[src/rtl/cpu_pkg.sv]
// Shared definitions for the fetch stage and its neighbours: branch-select
// encodings, fetch FSM states and instruction field positions.
package cpu_pkg;

    typedef enum logic [2:0] {
        BR_ALWAYS = 3'b000,
        BR_NEG    = 3'b001,
        BR_ZERO   = 3'b010,
        BR_NZERO  = 3'b011,
        BR_CARRY  = 3'b100,
        BR_NCARRY = 3'b101,
        BR_JR     = 3'b110,
        BR_NONE   = 3'b111
    } br_op_e;

    typedef enum logic [1:0] {
        ST_FETCH = 2'd0,
        ST_LOAD  = 2'd1,
        ST_EXEC  = 2'd2,
        ST_HALT  = 2'd3
    } ifu_state_e;

    localparam int OPC_MSB = 31;
    localparam int OPC_LSB = 26;
    localparam int OFF_MSB = 15;
    localparam int OFF_LSB = 0;
    localparam int OFF_W   = 16;

    localparam logic [5:0] OPC_HALT = 6'd45;

    function automatic logic [5:0] opcode_field(input logic [31:0] instr);
        return instr[OPC_MSB:OPC_LSB];
    endfunction

    function automatic logic [OFF_W-1:0] offset_field(input logic [31:0] instr);
        return instr[OFF_MSB:OFF_LSB];
    endfunction

endpackage

[src/rtl/instr_fetch_unit_branch_resolve.sv]
// Next-PC selection: sequential, PC-relative conditional branch, or jump-register.
// Purely combinational; all arithmetic wraps modulo 2^PC_W.
module branch_resolve
    import cpu_pkg::*;
#(
    parameter int PC_W = 32
) (
    input  logic [2:0]       b_op,
    input  logic             zero_flag,
    input  logic             neg_flag,
    input  logic             carry_flag,
    input  logic [PC_W-1:0]  pc,
    input  logic [OFF_W-1:0] offset,
    input  logic [PC_W-1:0]  rs_value,
    output logic [PC_W-1:0]  next_pc
);

    localparam logic [PC_W-1:0] PC_ONE = PC_W'(1);

    logic [PC_W-1:0] seq_pc_s;
    logic [PC_W-1:0] rel_pc_s;
    logic            taken_s;
    logic            use_rs_s;

    assign seq_pc_s = pc + PC_ONE;
    assign rel_pc_s = seq_pc_s + {{(PC_W-OFF_W){offset[OFF_W-1]}}, offset};

    // Branch condition decode; unknown selects fall to sequential
    always_comb begin
        taken_s  = 1'b0;
        use_rs_s = 1'b0;
        case (b_op)
            BR_ALWAYS: taken_s = 1'b1;
            BR_NEG:    taken_s = neg_flag;
            BR_ZERO:   taken_s = zero_flag;
            BR_NZERO:  taken_s = ~zero_flag;
            BR_CARRY:  taken_s = carry_flag;
            BR_NCARRY: taken_s = ~carry_flag;
            BR_JR: begin
                taken_s  = 1'b1;
                use_rs_s = 1'b1;
            end
            BR_NONE:   taken_s = 1'b0;
            default:   taken_s = 1'b0;
        endcase
    end

    // Target mux
    always_comb begin
        next_pc = seq_pc_s;
        if (!taken_s) begin
            next_pc = seq_pc_s;
        end else if (use_rs_s) begin
            next_pc = rs_value;
        end else begin
            next_pc = rel_pc_s;
        end
    end

endmodule

[src/rtl/instr_fetch_unit_chk.sv]
// Simulation-only checks for the fetch stage; holds no design state.
module instr_fetch_unit_chk (
    input logic       clk,
    input logic       rst,
    input logic       exec_go,
    input logic [2:0] b_op
);

    // A committing EXEC cycle must see a fully known branch select
    always @(posedge clk) begin
        if (!rst && exec_go) begin
            assert (!$isunknown(b_op));
        end
    end

endmodule

[src/rtl/instr_fetch_unit.sv]
// Program counter, instruction register and FETCH/LOAD/EXEC/HALT sequencer
// feeding CONTROLLER from a synchronous-read instruction memory.
module instr_fetch_unit
    import cpu_pkg::*;
#(
    parameter int               PC_W     = 32,
    parameter int               INSTR_W  = 32,
    parameter logic [PC_W-1:0]  RESET_PC = {PC_W{1'b0}}
) (
    input  logic               clk,
    input  logic               rst,
    output logic               imem_en,
    output logic [PC_W-1:0]    imem_addr,
    input  logic [INSTR_W-1:0] imem_rdata,
    output logic [5:0]         op_code,
    output logic [INSTR_W-1:0] ir,
    output logic               ir_valid,
    input  logic [2:0]         B_op,
    input  logic               instr_enable,
    input  logic               zero_flag,
    input  logic               neg_flag,
    input  logic               carry_flag,
    input  logic [PC_W-1:0]    rs_value,
    input  logic               ex_stall,
    output logic [PC_W-1:0]    pc,
    output logic [PC_W-1:0]    pc_link,
    output logic               halted
);

    ifu_state_e         state_q, state_d;
    logic [PC_W-1:0]    pc_q, pc_d;
    logic [INSTR_W-1:0] ir_q, ir_d;
    logic               halted_q, halted_d;
    logic [PC_W-1:0]    next_pc_s;
    logic               exec_go_s;

    branch_resolve #(
        .PC_W(PC_W)
    ) u_branch_resolve (
        .b_op       (B_op),
        .zero_flag  (zero_flag),
        .neg_flag   (neg_flag),
        .carry_flag (carry_flag),
        .pc         (pc_q),
        .offset     (offset_field(ir_q[31:0])),
        .rs_value   (rs_value),
        .next_pc    (next_pc_s)
    );

    // X on instr_enable fails the equality and is treated as halt
    assign exec_go_s = (state_q == ST_EXEC) && !ex_stall && (instr_enable == 1'b1);

    // Next-state and register update decode
    always_comb begin
        state_d  = state_q;
        pc_d     = pc_q;
        ir_d     = ir_q;
        halted_d = halted_q;
        case (state_q)
            ST_FETCH: state_d = ST_LOAD;
            ST_LOAD: begin
                ir_d    = imem_rdata;
                state_d = ST_EXEC;
            end
            ST_EXEC: begin
                if (ex_stall) begin
                    state_d = ST_EXEC;
                end else if (instr_enable == 1'b1) begin
                    pc_d    = next_pc_s;
                    state_d = ST_FETCH;
                end else begin
                    halted_d = 1'b1;
                    state_d  = ST_HALT;
                end
            end
            ST_HALT: begin
                halted_d = 1'b1;
                state_d  = ST_HALT;
            end
            default: state_d = ST_FETCH;
        endcase
    end

    // State and architectural registers
    always_ff @(posedge clk or posedge rst) begin
        if (rst) begin
            state_q  <= ST_FETCH;
            pc_q     <= RESET_PC;
            ir_q     <= {INSTR_W{1'b0}};
            halted_q <= 1'b0;
        end else begin
            state_q  <= state_d;
            pc_q     <= pc_d;
            ir_q     <= ir_d;
            halted_q <= halted_d;
        end
    end

    // FETCH state is also the reset state, so the read enable is gated by rst
    assign imem_en   = (state_q == ST_FETCH) && !rst;
    assign imem_addr = pc_q;
    assign ir_valid  = (state_q == ST_EXEC);
    assign op_code   = opcode_field(ir_q[31:0]);
    assign ir        = ir_q;
    assign pc        = pc_q;
    assign pc_link   = pc_q + PC_W'(1);
    assign halted    = halted_q;

    instr_fetch_unit_chk u_chk (
        .clk     (clk),
        .rst     (rst),
        .exec_go (exec_go_s),
        .b_op    (B_op)
    );

endmodule

[config.mk]
export PLATFORM = sky130hd
export DESIGN_NAME = instr_fetch_unit
export DESIGN_NICKNAME = d
export VERILOG_FILES = /design/src/rtl/cpu_pkg.sv /design/src/rtl/instr_fetch_unit_branch_resolve.sv /design/src/rtl/instr_fetch_unit_chk.sv /design/src/rtl/instr_fetch_unit.sv
export SDC_FILE = /design/constraint.sdc
export NUM_CORES = 1
export LEC_CHECK = 0
export BUFFER_PORTS_ARGS = -buffer_cell sky130_fd_sc_hd__buf_2
export CAP_MARGIN = 20
export CORE_UTILIZATION = 57
export CTS_CLUSTER_DIAMETER = 100
export DETAILED_ROUTE_END_ITERATION = 8
export PLACE_DENSITY = 0.86
export REMOVE_ABC_BUFFERS = 1
export SYNTH_ARGS = -nofsm -noshare
export SYNTH_HDL_FRONTEND = slang
export SYNTH_HIERARCHICAL = 1
export SYNTH_SLANG_ARGS = --single-unit
export TNS_END_PERCENT = 30
[constraint.sdc]
create_clock -name clk -period 8.6 [get_ports clk]
set_clock_uncertainty 0.2 [all_clocks]
set_input_delay 0.86 -clock clk [delete_from_list [all_inputs] [get_ports clk]]
set_output_delay 0.86 -clock clk [all_outputs]
set_load 0.05 [all_outputs]
==> results.yml, run 1 <==
outcome:
  status: "complete, no violations"
timing:
  hold_violations: 0
  relSlewSlack: 0.2880
  fin_setup_tns_ns: 0
  slew_violations: 0
  timing.hold.ws_ns: 0.2613
  fmax_mhz: 202.4
  rsz0062_at_grt: "no"
  max_slew.worst_pin.slew_ns: 1.060
  timing.final.crit_share: 0.5745
  setup_ws_ns: 3.660
  setup_viol: 0
  fin_crit_ns: 4.940
setup_path:
  start_kind: "flop"
  crit_arrival_ns: 4.96
  criticalPathCategory: "flop to flop"
  critPathCaptureType: "flop"
  reg2reg_depth: 17
  reg2reg_from: "imem_addr[0]"
  ff2ff_setup_slack_ns: 3.66
  r2r_end: "imem_addr[31]"
  worstPathRequired_ns: 8.62
  crit_fanout: 11
min_path:
  min_path_type: "flop to flop"
  hold_end: "halted"
  hold_path_startpoint: "halted"
  whs_path_depth: 1
drt:
  routed_wl_microns: 17970
  drc: 0
  via_per_inst: 5.867
  dr.first_iter.drc_count: 291
  wl_per_cell_microns: 17.20
  route.vias.total: 6131
  first_pass_iters: 5
  postRouteAntennaNets: 0
global_routing:
  grt_pass1_vias: 5882
  grt_max_degree: 68
  gr-usage-all-layers: 0.3116
  grt_pass1_wl_microns: 28750
  antenna_found_initial: 0
  overflow: 0
place:
  port_buffers: 210
  gp_congestion: 0.9262
  dp_hpwl_microns: 12990
  dpl_worst_slack_ns: 3.752
synth:
  ys_ff_latch: 67
  syn_area_sq_mm: 0.006494
  yosysTopAreaCell: "dfrtp_1"
  yosysSeqAreaShare: 0.2582
  avgSynthCellArea_sq_um: 8.835
  yosys-top-cells-count: "68 x nand2_1, 67 x dfrtp_1, 63 x a21oi_1, 61 x mux2_2, 57 x xnor2_1"
  synth_ff_type: "dfrtp_1"
  synth.top_cell.area_share: 0.2582
  syn_inst: 735
  yosysMostFrequentCell: "nand2_1"
  synthTopCellsByArea: "dfrtp_1 26%, mux2_2 11%, ha_1 7.7%"
  yosysWarnings: 6
  async_flop_share: 1.000
  synth-edff-count: 0
  synth_cell_types: 74
cts:
  cts_buffer_depth: 2
  cts_tree: "built"
  cts_htree_levels: 3
  cts_setup_buffers: 0
  cts-root-buf: "clkbuf_16"
  clk_pin_slew_ns: 0.06
  cts.sinks: 67
  cts_hold_buffers: 0
  cts_resized: 0
  insertion_delay_ns: 0.33
  cts_buffers: 9
layout:
  n_antenna_cell: 0
  fin_nets: 1015
  final_util: 0.6970
  area_delta_synth_final_pct: 17.88
  drive_gt1_frac: 0.3657
run:
  maxCapViolations: 0
floorplanning:
  dieArea_sq_mm: 0.01182
  die_w_microns: 108.7
  die_h_microns: 108.7
  num_rows: 38
  initial_core_util: 0.5913
  ios: 211
  coreArea_sq_mm: 0.01098
registers in the layout, summed over array words and instances (netlist names):
signal and cells:
halted 1, imem_addr 32, ir 32, state_q 2
through the flow:
| stage | area [sq um] | std cells |
|---|---|---|
| 2_1_floorplan | 6077 | 673 |
| 4_1_cts | 7655 | 1045 |
| 5_1_grt | 7655 | 1045 |
| 3_3_place_gp | 7351 | 1029 |
| 3_5_place_dp | 7351 | 1029 |
| 6_report | 7655 | 1045 |
metal layers:
layer | up-vias | GRT usage | routed length (microns)
li1 | 2949 | - | -
met1 | 2889 | 0.3955 | 7671
met2 | 260 | 0.5289 | 8705
met3 | 33 | 0.05260 | 1220
met4 | 0 | 0.1178 | 373
met5 | - | 0 | 0
worst max-delay path, cell delays in order (launching register included):
cell	delay (ns)
dfrtp_1	0.51
ha_1	0.23
and3_1	0.23
nand2_1	0.14
nor3_1	0.71
nand3_1	0.18
xnor2_1	0.23
ha_1	0.36
nand4_1	0.14
nor2_1	0.08
a211o_1	0.27
a2111o_1	0.39
nand2_2	0.12
o211a_1	0.22
mux2i_1	0.22
mux2i_1	0.20
a21oi_1	0.08
mux2_2	0.29
logic make-up after synthesis:
family / share of synthesized area
AOI/OAI and AO/OA: 0.1582
buffers and inverters: 0.06994
xor gates and xnor gates: 0.1224
DFF: 0.2582
muxes: 0.1123
and+or+nand+nor: 0.1988
adders and majority gates: 0.08015
final cells by class:
class | instances | area, sq um
multi-input combinational | 596 | 4365
inverter | 10 | 37.54
fill | 909 | 3328
tap | 140 | 175.2
sequential | 67 | 1677
clock inverter | 6 | 65.06
timing repair buffer | 216 | 1096
clock buffer | 10 | 239.0
placed cells by master (no fill, tap or decap), drive strengths merged, types with 2 or more instances in the layout:
cell,n
o21ai,37
o22ai,4
or2,4
buf,216
nor3b,2
nand3,36
o22a,2
a211oi,4
nor4,3
nand4b,2
and2,5
xor2,26
clkbuf,10
nor2b,5
o21a,6
ha,40
mux2,63
and3,15
nor3,9
o21bai,7
a21oi,65
inv,10
and4,6
a211o,3
dfrtp,67
a31oi,8
mux2i,2
xnor2,60
o211a,2
nor2,51
nand2,70
or3,2
nand2b,4
a21o,16
clkinv,4
nand4,24
o221ai,2
worst max-delay path by stage:
| stage | startpoint | endpoint | slack [ns] |
|---|---|---|---|
| floorplan | imem_addr[0] | imem_addr[31] | 3.55 |
| global placement | imem_addr[0] | imem_addr[31] | 3.88 |
| detailed placement | imem_addr[0] | imem_addr[31] | 3.75 |
| CTS | imem_addr[0] | imem_addr[31] | 3.75 |
| global route | imem_addr[0] | imem_addr[31] | 3.37 |
| finish | imem_addr[0] | imem_addr[31] | 3.66 |
Power of run 1 is left out: the tool's default activity adds up to more than one toggle a clock period on the data nets, which glitch-free logic cannot reach.
==> inputs of run 2 (changes only) <==
--- a/config.mk
+++ b/config.mk
@@ -7,10 +7,10 @@
 export LEC_CHECK = 0
 export BUFFER_PORTS_ARGS = -buffer_cell sky130_fd_sc_hd__buf_2
 export CAP_MARGIN = 20
-export CORE_UTILIZATION = 57
+export CORE_UTILIZATION = 53
 export CTS_CLUSTER_DIAMETER = 100
 export DETAILED_ROUTE_END_ITERATION = 8
-export PLACE_DENSITY = 0.86
+export PLACE_DENSITY = 0.81
 export REMOVE_ABC_BUFFERS = 1
 export SYNTH_ARGS = -nofsm -noshare
 export SYNTH_HDL_FRONTEND = slang
==> constraint.sdc (replaced) <==
create_clock -name clk -period 5.1 [get_ports clk]
set_clock_uncertainty 0.2 [all_clocks]
set_input_delay 0.51 -clock clk [delete_from_list [all_inputs] [get_ports clk]]
set_output_delay 0.51 -clock clk [all_outputs]
set_load 0.05 [all_outputs]
==> results.yml, run 2 (synthesized netlist as in run 1, its figures left out) <==
outcome:
  status: "complete, no violations"
place:
  port_buffers: 210
  dp_hpwl_microns: 13690
  gp_congestion: 0.9613
setup_path:
  cpPeakStageDelay_ns: 0.51
  r2r_end: "imem_addr[31]"
  cp_top_family: "simple AND/OR/NAND/NOR gates"
  criticalPathCategory: "flop to flop"
  slowest_stage: "dfrtp_1"
  cp.depth: 18
  critPathCaptureType: "flop"
  crit_path_cell_trace: "ha_1, and3_1, nand2_1, nor3_1, buf_4, nand3_1, xnor2_1, ha_1, nand4_1, nor2_1, a211o_1, a2111o_1, nand2_2, o211a_1, mux2i_1, mux2i_1, a21oi_1, mux2_2"
  start_kind: "flop"
  crit_arrival_ns: 4.64
  reg2reg_from: "imem_addr[0]"
  ff2ff_setup_slack_ns: 0.48
  reg2reg_depth: 18
  path_buf_inv: 1
  worstPathRequired_ns: 5.12
  crit_fanout: 11
layout:
  drive_gt1_frac: 0.3664
  final_common_cell: "buf_2"
  final_cell_mix: "210 x buf_2, 68 x nand2_1, 67 x dfrtp_1, 63 x a21oi_1, 61 x mux2_2"
  area_delta_synth_final_pct: 18.38
  n_antenna_cell: 0
  fin_nets: 1018
timing:
  hold_violations: 0
  fmax_mhz: 216.3
  fin_setup_tns_ns: 0
  relSlewSlack: 0.2520
  fin_crit_ns: 4.623
  rsz0062_at_grt: "no"
  timing.final.crit_share: 0.9064
  setup_viol: 0
  slew_violations: 0
  max_slew.worst_pin.slew_ns: 1.113
cts:
  cts_htree_levels: 3
  cts_tree: "built"
  cts_buffers: 9
  cts_setup_buffers: 0
  cts_hold_buffers: 0
  cts-root-buf: "clkbuf_16"
  cts_resized: 0
  cts_buffer_depth: 2
  clk_pin_slew_ns: 0.05
  cts.sinks: 67
  insertion_delay_ns: 0.34
drt:
  postRouteAntennaNets: 0
  wl_per_cell_microns: 17.56
  routed_wl_microns: 18490
  via_per_inst: 5.893
  route.vias.total: 6205
  drc: 0
  dr.first_iter.drc_count: 422
  first_pass_iters: 6
min_path:
  min_path_type: "input port to asynchronous set/reset pin"
global_routing:
  grt_max_degree: 38
  grt_pass1_vias: 5901
  overflow: 0
  antenna_found_initial: 0
  gr-usage-all-layers: 0.2953
  grt_pass1_wl_microns: 29550
floorplanning:
  die_w_microns: 112.7
  initial_core_util: 0.5429
  ios: 211
  dieArea_sq_mm: 0.01270
  coreArea_sq_mm: 0.01196
  num_rows: 40
  die_h_microns: 112.7
run:
  maxCapViolations: 0
run 2: changes by cell type in the layout (fill, tap and decap cells not counted), sizes merged:
cell,delta
buf,+3
clkinvlp,+1
bufinv,+1
clkinv,-3
clkbuf,-1
run 2: cell type report:
cell class	instances	area, sq um
Clock buffer	9	225.2
Clock inverter	5	80.08
Fill cell	1041	4274
Inverter	10	37.54
Multi-Input combinational cell	596	4365
Sequential cell	67	1677
Tap cell	147	183.9
Timing Repair Buffer	219	1119
run 2: stage by stage:
step / instance area, sq um / setup slack, ns / hold WS, ns / instances / utilization
6_report: 7687 / 0.4773 / 0.1073 / 1053 / 0.6427
5_1_grt: 7687 / 0.09439 / 0.1679 / 1053 / 0.6427
4_1_cts: 7687 / 0.4856 / 0.1242 / 1053 / 0.6427
3_5_place_dp: 7382 / 0.5566 / 0.2497 / 1039 / 0.6172
3_3_place_gp: 7382 / 0.6682 / 0.2478 / 1039 / 0.6172
2_1_floorplan: 6077 / 0.04889 / 0.3160 / 673 / -
run 2: how the worst max path moves through the flow:
stage | slack, ns | endpoint | from
floorplan | 0.05 | imem_addr[31] | imem_addr[0]
global placement | 0.67 | imem_addr[31] | imem_addr[0]
global route | 0.09 | imem_addr[31] | imem_addr[0]
detailed placement | 0.56 | imem_addr[31] | imem_addr[0]
finish | 0.48 | imem_addr[31] | imem_addr[0]
CTS | 0.49 | imem_addr[31] | imem_addr[0]
run 2: layer usage:
layer	part of all wire	vias up	global-route usage	routed length, microns
met5	0	-	0	0
met4	0.025	0	0.1271	470
met3	0.075	38	0.06427	1383
met2	0.47	290	0.4934	8736
met1	0.43	2935	0.3688	7897
li1	-	2942	-	-
Power of run 2 is left out for the same reason.
